## config.mk

```make
export PLATFORM = sky130hd
export DESIGN_NAME = mem_line_adapter
export DESIGN_NICKNAME = d
export VERILOG_FILES = /design/src/rtl/mem_line_adapter.sv
export SDC_FILE = /design/constraint.sdc
export NUM_CORES = 1
export LEC_CHECK = 0
export CAP_MARGIN = 0
export CORE_AREA = 3 3 532 534
export CTS_BUF_LIST = sky130_fd_sc_hd__clkbuf_16
export CTS_CLUSTER_SIZE = 40
export DETAILED_ROUTE_END_ITERATION = 10
export DIE_AREA = 0 0 535 537
export PLACE_DENSITY = 0.3
export SLEW_MARGIN = 40
export SYNTH_ARGS = -nofsm -noshare
export SYNTH_HDL_FRONTEND = slang
export SYNTH_SLANG_ARGS = --single-unit
```

## constraint.sdc

```tcl
create_clock -name clk -period 8.1 [get_ports clk]
set_input_delay 2.43 -clock clk [delete_from_list [all_inputs] [get_ports clk]]
set_output_delay 2.43 -clock clk [all_outputs]
set_load 0.03 [all_outputs]
```

## src/rtl/mem_line_adapter.sv

```systemverilog
// Line-to-beat adapter: turns one full-line read/write request into a MIF command
// plus DATA_CYCLES data beats, and reassembles read beats into a line response.
module mem_line_adapter #(
  parameter int ADDR_BITS   = 26,
  parameter int TAG_BITS    = 5,
  parameter int DATA_BITS   = 128,
  parameter int DATA_CYCLES = 4
) (
  input  logic                             clk,
  input  logic                             reset,

  input  logic                             line_req_valid,
  output logic                             line_req_ready,
  input  logic                             line_req_rw,
  input  logic [ADDR_BITS-1:0]             line_req_addr,
  input  logic [TAG_BITS-1:0]              line_req_tag,
  input  logic [DATA_BITS*DATA_CYCLES-1:0] line_req_data,

  output logic                             line_resp_valid,
  input  logic                             line_resp_ready,
  output logic [DATA_BITS*DATA_CYCLES-1:0] line_resp_data,
  output logic [TAG_BITS-1:0]              line_resp_tag,

  output logic                             mem_req_valid,
  input  logic                             mem_req_ready,
  output logic                             mem_req_rw,
  output logic [ADDR_BITS-1:0]             mem_req_addr,
  output logic [TAG_BITS-1:0]              mem_req_tag,

  output logic                             mem_req_data_valid,
  input  logic                             mem_req_data_ready,
  output logic [DATA_BITS-1:0]             mem_req_data_bits,

  input  logic                             mem_resp_valid,
  input  logic [DATA_BITS-1:0]             mem_resp_data,
  input  logic [TAG_BITS-1:0]              mem_resp_tag,

  output logic                             tag_error
);

  localparam int LINE_BITS = DATA_BITS * DATA_CYCLES;
  localparam int BEAT_W    = (DATA_CYCLES > 1) ? $clog2(DATA_CYCLES) : 1;
  localparam logic [BEAT_W-1:0] LAST_BEAT = BEAT_W'(DATA_CYCLES - 1);

  typedef enum logic [2:0] {S_IDLE, S_CMD, S_WDATA, S_RDATA, S_RESP} state_t;

  state_t                 state_q, state_d;
  logic [BEAT_W-1:0]      beat_q, beat_d;
  logic                   tag_error_q, tag_error_d;
  logic                   rw_q, rw_d;
  logic [ADDR_BITS-1:0]   addr_q, addr_d;
  logic [TAG_BITS-1:0]    tag_q, tag_d;
  logic [LINE_BITS-1:0]   line_q, line_d;

  always_ff @(posedge clk or negedge reset) begin
    if (!reset) begin
      state_q     <= S_IDLE;
      beat_q      <= '0;
      tag_error_q <= 1'b0;
    end else begin
      state_q     <= state_d;
      beat_q      <= beat_d;
      tag_error_q <= tag_error_d;
    end
  end

  // Payload registers only carry data qualified by state, so they skip reset.
  always_ff @(posedge clk) begin
    rw_q   <= rw_d;
    addr_q <= addr_d;
    tag_q  <= tag_d;
    line_q <= line_d;
  end

  always_comb begin
    state_d            = state_q;
    beat_d             = beat_q;
    tag_error_d        = tag_error_q;
    rw_d               = rw_q;
    addr_d             = addr_q;
    tag_d              = tag_q;
    line_d             = line_q;
    line_req_ready     = 1'b0;
    mem_req_valid      = 1'b0;
    mem_req_data_valid = 1'b0;
    line_resp_valid    = 1'b0;

    case (state_q)
      S_IDLE: begin
        line_req_ready = 1'b1;
        if (line_req_valid) begin
          rw_d    = line_req_rw;
          addr_d  = line_req_addr;
          tag_d   = line_req_tag;
          line_d  = line_req_data;
          state_d = S_CMD;
        end
      end
      S_CMD: begin
        mem_req_valid = 1'b1;
        if (mem_req_ready) begin
          beat_d  = '0;
          state_d = rw_q ? S_WDATA : S_RDATA;
        end
      end
      S_WDATA: begin
        mem_req_data_valid = 1'b1;
        if (mem_req_data_ready) begin
          beat_d = beat_q + BEAT_W'(1);
          if (beat_q == LAST_BEAT) state_d = S_IDLE;
        end
      end
      S_RDATA: begin
        if (mem_resp_valid) begin
          for (int unsigned i = 0; i < DATA_CYCLES; i++) begin
            if (beat_q == BEAT_W'(i)) line_d[i*DATA_BITS +: DATA_BITS] = mem_resp_data;
          end
          if (mem_resp_tag != tag_q) tag_error_d = 1'b1;
          beat_d = beat_q + BEAT_W'(1);
          if (beat_q == LAST_BEAT) state_d = S_RESP;
        end
      end
      S_RESP: begin
        line_resp_valid = 1'b1;
        if (line_resp_ready) state_d = S_IDLE;
      end
      default: state_d = S_IDLE;
    endcase

    if (mem_resp_valid && (state_q != S_RDATA)) tag_error_d = 1'b1;
  end

  always_comb begin
    mem_req_data_bits = '0;
    for (int unsigned i = 0; i < DATA_CYCLES; i++) begin
      if (beat_q == BEAT_W'(i)) mem_req_data_bits = line_q[i*DATA_BITS +: DATA_BITS];
    end
  end

  assign mem_req_rw     = rw_q;
  assign mem_req_addr   = addr_q;
  assign mem_req_tag    = tag_q;
  assign line_resp_data = line_q;
  assign line_resp_tag  = tag_q;
  assign tag_error      = tag_error_q;

endmodule

```

Word-level counts from Yosys, hierarchy flattened --
Cells that the tools add are included.
Operators by class: add/subtract/negate cells 1, $mul 0, divide/modulo/power cells 0, order comparisons 0, equal/unequal tests 19, shift-type cells 0, muxes and demuxes 32, bitwise operators 0, reductions and logical operators 16
Operators by type and width (number):
- two-way mux 128 bit | 8
- two-way mux 512 bit | 2
- one-hot mux 512 bit (2 select lines) | 1
- two-way mux 3 bit | 7
- inequality test 2 bit (second input constant) | 10
- AND reduction 4 bit | 5
- one-hot mux 3 bit (5 select lines) | 1
- two-way mux 1 bit | 9
- nonzero test 2 bit | 4
- AND reduction 7 bit | 1
- == test 3 x 2 -> 1 bit (second input constant) | 2
- two-way mux 2 bit | 3
- one-hot mux 2 bit (3 select lines) | 1
- inequality test 5 bit | 1
- == test 2 bit (second input constant) | 2
- == test 3 x 1 -> 1 bit (second input constant) | 1
- == test 3 bit (second input constant) | 1
- logical NOT 3 bit | 1
- inequality test 3 x 2 -> 1 bit (second input constant) | 1
- AND reduction 3 bit | 1
- nonzero test 3 bit | 1
- adder 2 x 1 -> 2 bit (second input constant) | 1
- == test 2 x 1 -> 1 bit (second input constant) | 1
- logical NOT 2 bit | 1
- 2 further kinds | 2
Word-level totals: flip-flop bits (word level) 550, latch bits 0, memory bits (writable) 0, bits in read-only memories 0, input bits 684, logic and storage cells 78, memories kept 0

Depth between registers and ports, before layout --
depth in word-level cells 5, gate-level depth with buffers 9, mapped depth without buffers 5

Worst setup path after synthesis --
OpenSTA, ideal clock, no wires.
kind input to register, start point input port mem_resp_valid, end point register line_q[256], in the netlist line_resp_data[256] (enable), arrival 8.869 ns, required time 7.443 ns, slack -1.426 ns, stages on the path 3, path through and3_1 > nand2_1 > a21oi_1
Between the ends: cells in the longest elaborated chain, start to end 2
Ends and longest elaborated chain:
- from (decl) | RTL line 34 | input logic mem_resp_valid,
- inequality test 2 bit (no source line)
- AND reduction 4 bit (no source line)
- to (signal assigned) | RTL line 72 | line_q <= line_d;
- to (decl) | RTL line 53 | logic [LINE_BITS-1:0] line_q, line_d;
Every way passes these cells. A chain may end at the register's enable or synchronous reset.

Worst setup path in the final report --
start point register beat_q[1], end point output port mem_req_data_bits[0]
Between the ends: cells in the longest elaborated chain, start to end 5, elaborated cells on any way between the ends 8
Ends and longest elaborated chain:
- from (decl) | RTL line 48 | logic [BEAT_W-1:0] beat_q, beat_d;
- from (signal assigned) | RTL line 62 | beat_q <= beat_d;
- logical NOT 2 bit | RTL line 136 | if (beat_q == BEAT_W'(i)) mem_req_data_bits = line_q[i*DATA_BITS +: DATA_BITS];
- two-way mux 128 bit (3 in a row) | RTL line 136
- two-way mux 128 bit * | RTL line 136
- to (decl) | RTL line 32 | output logic [DATA_BITS-1:0] mem_req_data_bits,
Mark *: on every way between the ends. The rest lies on a longest branch, timed or not.

==> results.py <==
metrics = {
    "timing": {
        "period_share_pct": 88.5,
        "fin_setup_tns_ps": 0,
        "hold_viol": 0,
        "relSlewSlack_pct": 33.2,
        "setup_violations": 0,
        "finalMaxSlewViolations": 0,
        "grt_setup_unrepaired": "false",
        "min_period_ps": 7170,
        "worst_pin_slew_ps": 1000,
        "finalHoldWorstSlack_ps": 565,
        "skew_ps": 18.2,
        "fmax_mhz": 139,
    },
    "die": {
        "rows": 194,
        "die_area_mm2": 0.287,
        "io_pins": 1366,
        "die_height_um": 537,
        "start_util_pct": 9.21,
        "die_x_um": 535,
        "core_mm2": 0.279,
    },
    "worst_setup_path": {
        "crit_arrival_ps": 4740,
        "cp-start-kind": "register",
        "reg2reg_slack_ps": 4620,
        "cp_num_buf_inv": 4,
        "crit_family": "buffers and inverters",
        "worst-path-max-fanout": 50,
        "end_kind": "output pin",
        "crit_type": "register to output pin",
        "worstPathCellList": "inv_1, ha_4, nor2b_4, buf_4, buf_12, a221oi_1, o31ai_1, clkdlybuf4s50_1",
        "cpPeakStageDelay_ps": 980,
        "slowest_stage": "clkdlybuf4s50_1",
        "cp.required_ps": 5670,
    },
    "logic_synthesis": {
        "ys_seq_area_share_pct": 64.2,
        "synthFlopType": "edfxtp_1",
        "synth_area_mm2": 0.0257,
        "syn_inst": 2432,
        "syn_avg_cell_area_um2": 10.6,
        "synth_cell_types": 38,
        "synth-warning-count": 0,
        "synth_nets": 3120,
        "synthArstFlopShare_pct": 1.09,
        "synth_edf_count": 544,
        "synth_seq_cells": 550,
    },
    "global_routing": {
        "grt_pass1_wl_um": 296000,
        "grt_max_degree": 144,
        "grt_pass1_vias": 26790,
        "grt_util_all_layers_pct": 15.6,
        "antenna_found_initial": 56,
        "overflow": 0,
    },
    "drt": {
        "ant_nets": 0,
        "wire_per_inst_um": 31.1,
        "routed_wl_um": 235000,
        "avgViaCountPerCell": 3.42,
        "vias": 25871,
        "drc": 0,
        "first_pass_iters": 6,
        "first_iter_violations": 2000,
    },
    "cells_and_area": {
        "syn_to_final_growth_pct": 80.8,
        "drive_above_1_share_pct": 6.39,
        "num-fill-cells": 31166,
        "multi_input_area_mm2": 0.00848,
        "seq_area_mm2": 0.0165,
        "fin_nets": 4456,
    },
    "clock_network": {
        "root_buffer": "clkbuf_16",
        "worstSkewPairLatency_ps": 680,
        "cts_buffers": 81,
        "h-tree-depth": 3,
        "clock-sinks": 550,
        "cts_tree": "done",
        "post_cts_buffers": 0,
        "ctsResizeCount": 0,
        "clk_pin_slew_ps": 60,
        "cts_hold_buf": 0,
        "clockBufferDepth": 3,
    },
    "pwr": {
        "p_leak_uw": 0.0172,
        "ir_worst_vdd_v": 0.000186,
        "p_per_area_mw_per_mm2": 432,
    },
    "flow_run": {
        "drv_cap": 0,
    },
    "placed_design": {
        "place_congestion": 0.869,
        "hpwlAfterDp_um": 194000,
        "port_buffers": 1365,
    },
    "min_path": {
        "hold_path_class": "register to register",
    },
    "status": {
        "status": "finished clean",
    },
}
==> final timing paths <==
check	start	to	cells after the start
setup / recovery	beat_q[1]	mem_req_data_bits[0]	8
hold / removal	tag_error	tag_error	2
setup reg to reg	state_q[2]	line_resp_data[22]	5
hold reg to reg	tag_error	tag_error	2
max in group asynchronous	reset	state_q[1]	1
min in group asynchronous	reset	tag_error	1
==> placed cells by master, fill, tap and decap left out, types with 18 or more instances in the layout <==
cell type	instances
clkdlybuf4s50_1	1361
nor2b_1	127
nand2_1	1286
o31ai_1	91
buf_4	33
inv_1	25
a221oi_1	97
edfxtp_1	544
a221oi_2	30
clkbuf_16	83
buf_12	18
o31ai_2	36
==> through the flow <==
step	total power, uW	instance area [um2]	instances	setup slack (ps)	util, %
2_1_floorplan	10500	25700	2432	1330	-
3_3_place_gp	16900	43900	7406	1370	15.7
3_5_place_dp	16900	43900	7407	1620	15.7
4_1_cts	20500	46400	7555	830	16.6
5_1_grt	21000	46400	7559	763	16.6
6_report	20100	46400	7569	929	16.7
==> metal layers <==
metal  GRT usage [%]  up-vias  wire length, um
met1            20.3    13127           103000
met3            5.54      225            22500
met2            24.9     1352           105000
met5               0        -              138
li1                -    11145                -
met4            3.01       22             4660
==> Yosys cell counts (2+ instances only) <==
cell type / count / area share [%]
a21oi_1: 9 / 0.18
o31ai_1: 97 / 2.8
buf_2: 98 / 1.9
clkbuf_1: 54 / 0.79
nor2b_1: 127 / 3.1
mux2_2: 2 / 0.088
a221oi_2: 30 / 1.8
dfrtp_1: 6 / 0.58
nor3_1: 2 / 0.039
nand2_1: 1286 / 19
xor2_1: 5 / 0.17
nor3b_1: 2 / 0.058
buf_8: 3 / 0.18
o31ai_2: 30 / 1.5
inv_1: 4 / 0.058
buf_6: 3 / 0.13
nor2_1: 4 / 0.058
edfxtp_1: 544 / 64
a22o_1: 3 / 0.10
ha_1: 4 / 0.19
a221oi_1: 97 / 3.3
buf_4: 6 / 0.18
==> power by group <==
group	internal (uW)	total, uW	switching, uW
clock	1940	3440	1490
sequential	4330	5170	837
combinational	3670	11500	7800
==> worst reg2reg max path, cell delays in order (launching register included) <==
cell	delay [ps]
dfrtp_1	830
nand3b_1	610
buf_12	370
buf_12	730
nand2_1	630
nand2_1	160
==> kinds of logic (layout without fill, tap and decap cells) <==
kind of cell | after synthesis | in the layout | share of synthesized area [%]
flops | 550 | 550 | 64.2
fa+ha+maj | 4 | 4 | 0.195
buf+inv | 169 | 1570 | 3.25
xor+xnor | 5 | 5 | 0.170
simple gates | 1431 | 1431 | 22.3
other cells | 0 | 12 | 0
mux | 3 | 3 | 0.127
compound gates | 270 | 270 | 9.74
==> area by class of cell <==
type / instances / share of cell area, %
clock inverter: 65 / 0.841
clock buffer: 83 / 4.47
tap: 3724 / 10.0
multi-input combinational: 1713 / 18.3
timing repair buffer: 1418 / 30.8
inverter: 4 / 0.0323
sequential: 550 / 35.5
antenna: 12 / 0.0647
==> registers in the layout, indices dropped and copies added, names as in the netlist <==
register and flops:
line_resp_tag 5, mem_req_rw 1, tag_error 1, mem_req_addr 26, beat_q 2, state_q 3
line_resp_data 512
Power figures use the tool's default switching activity.
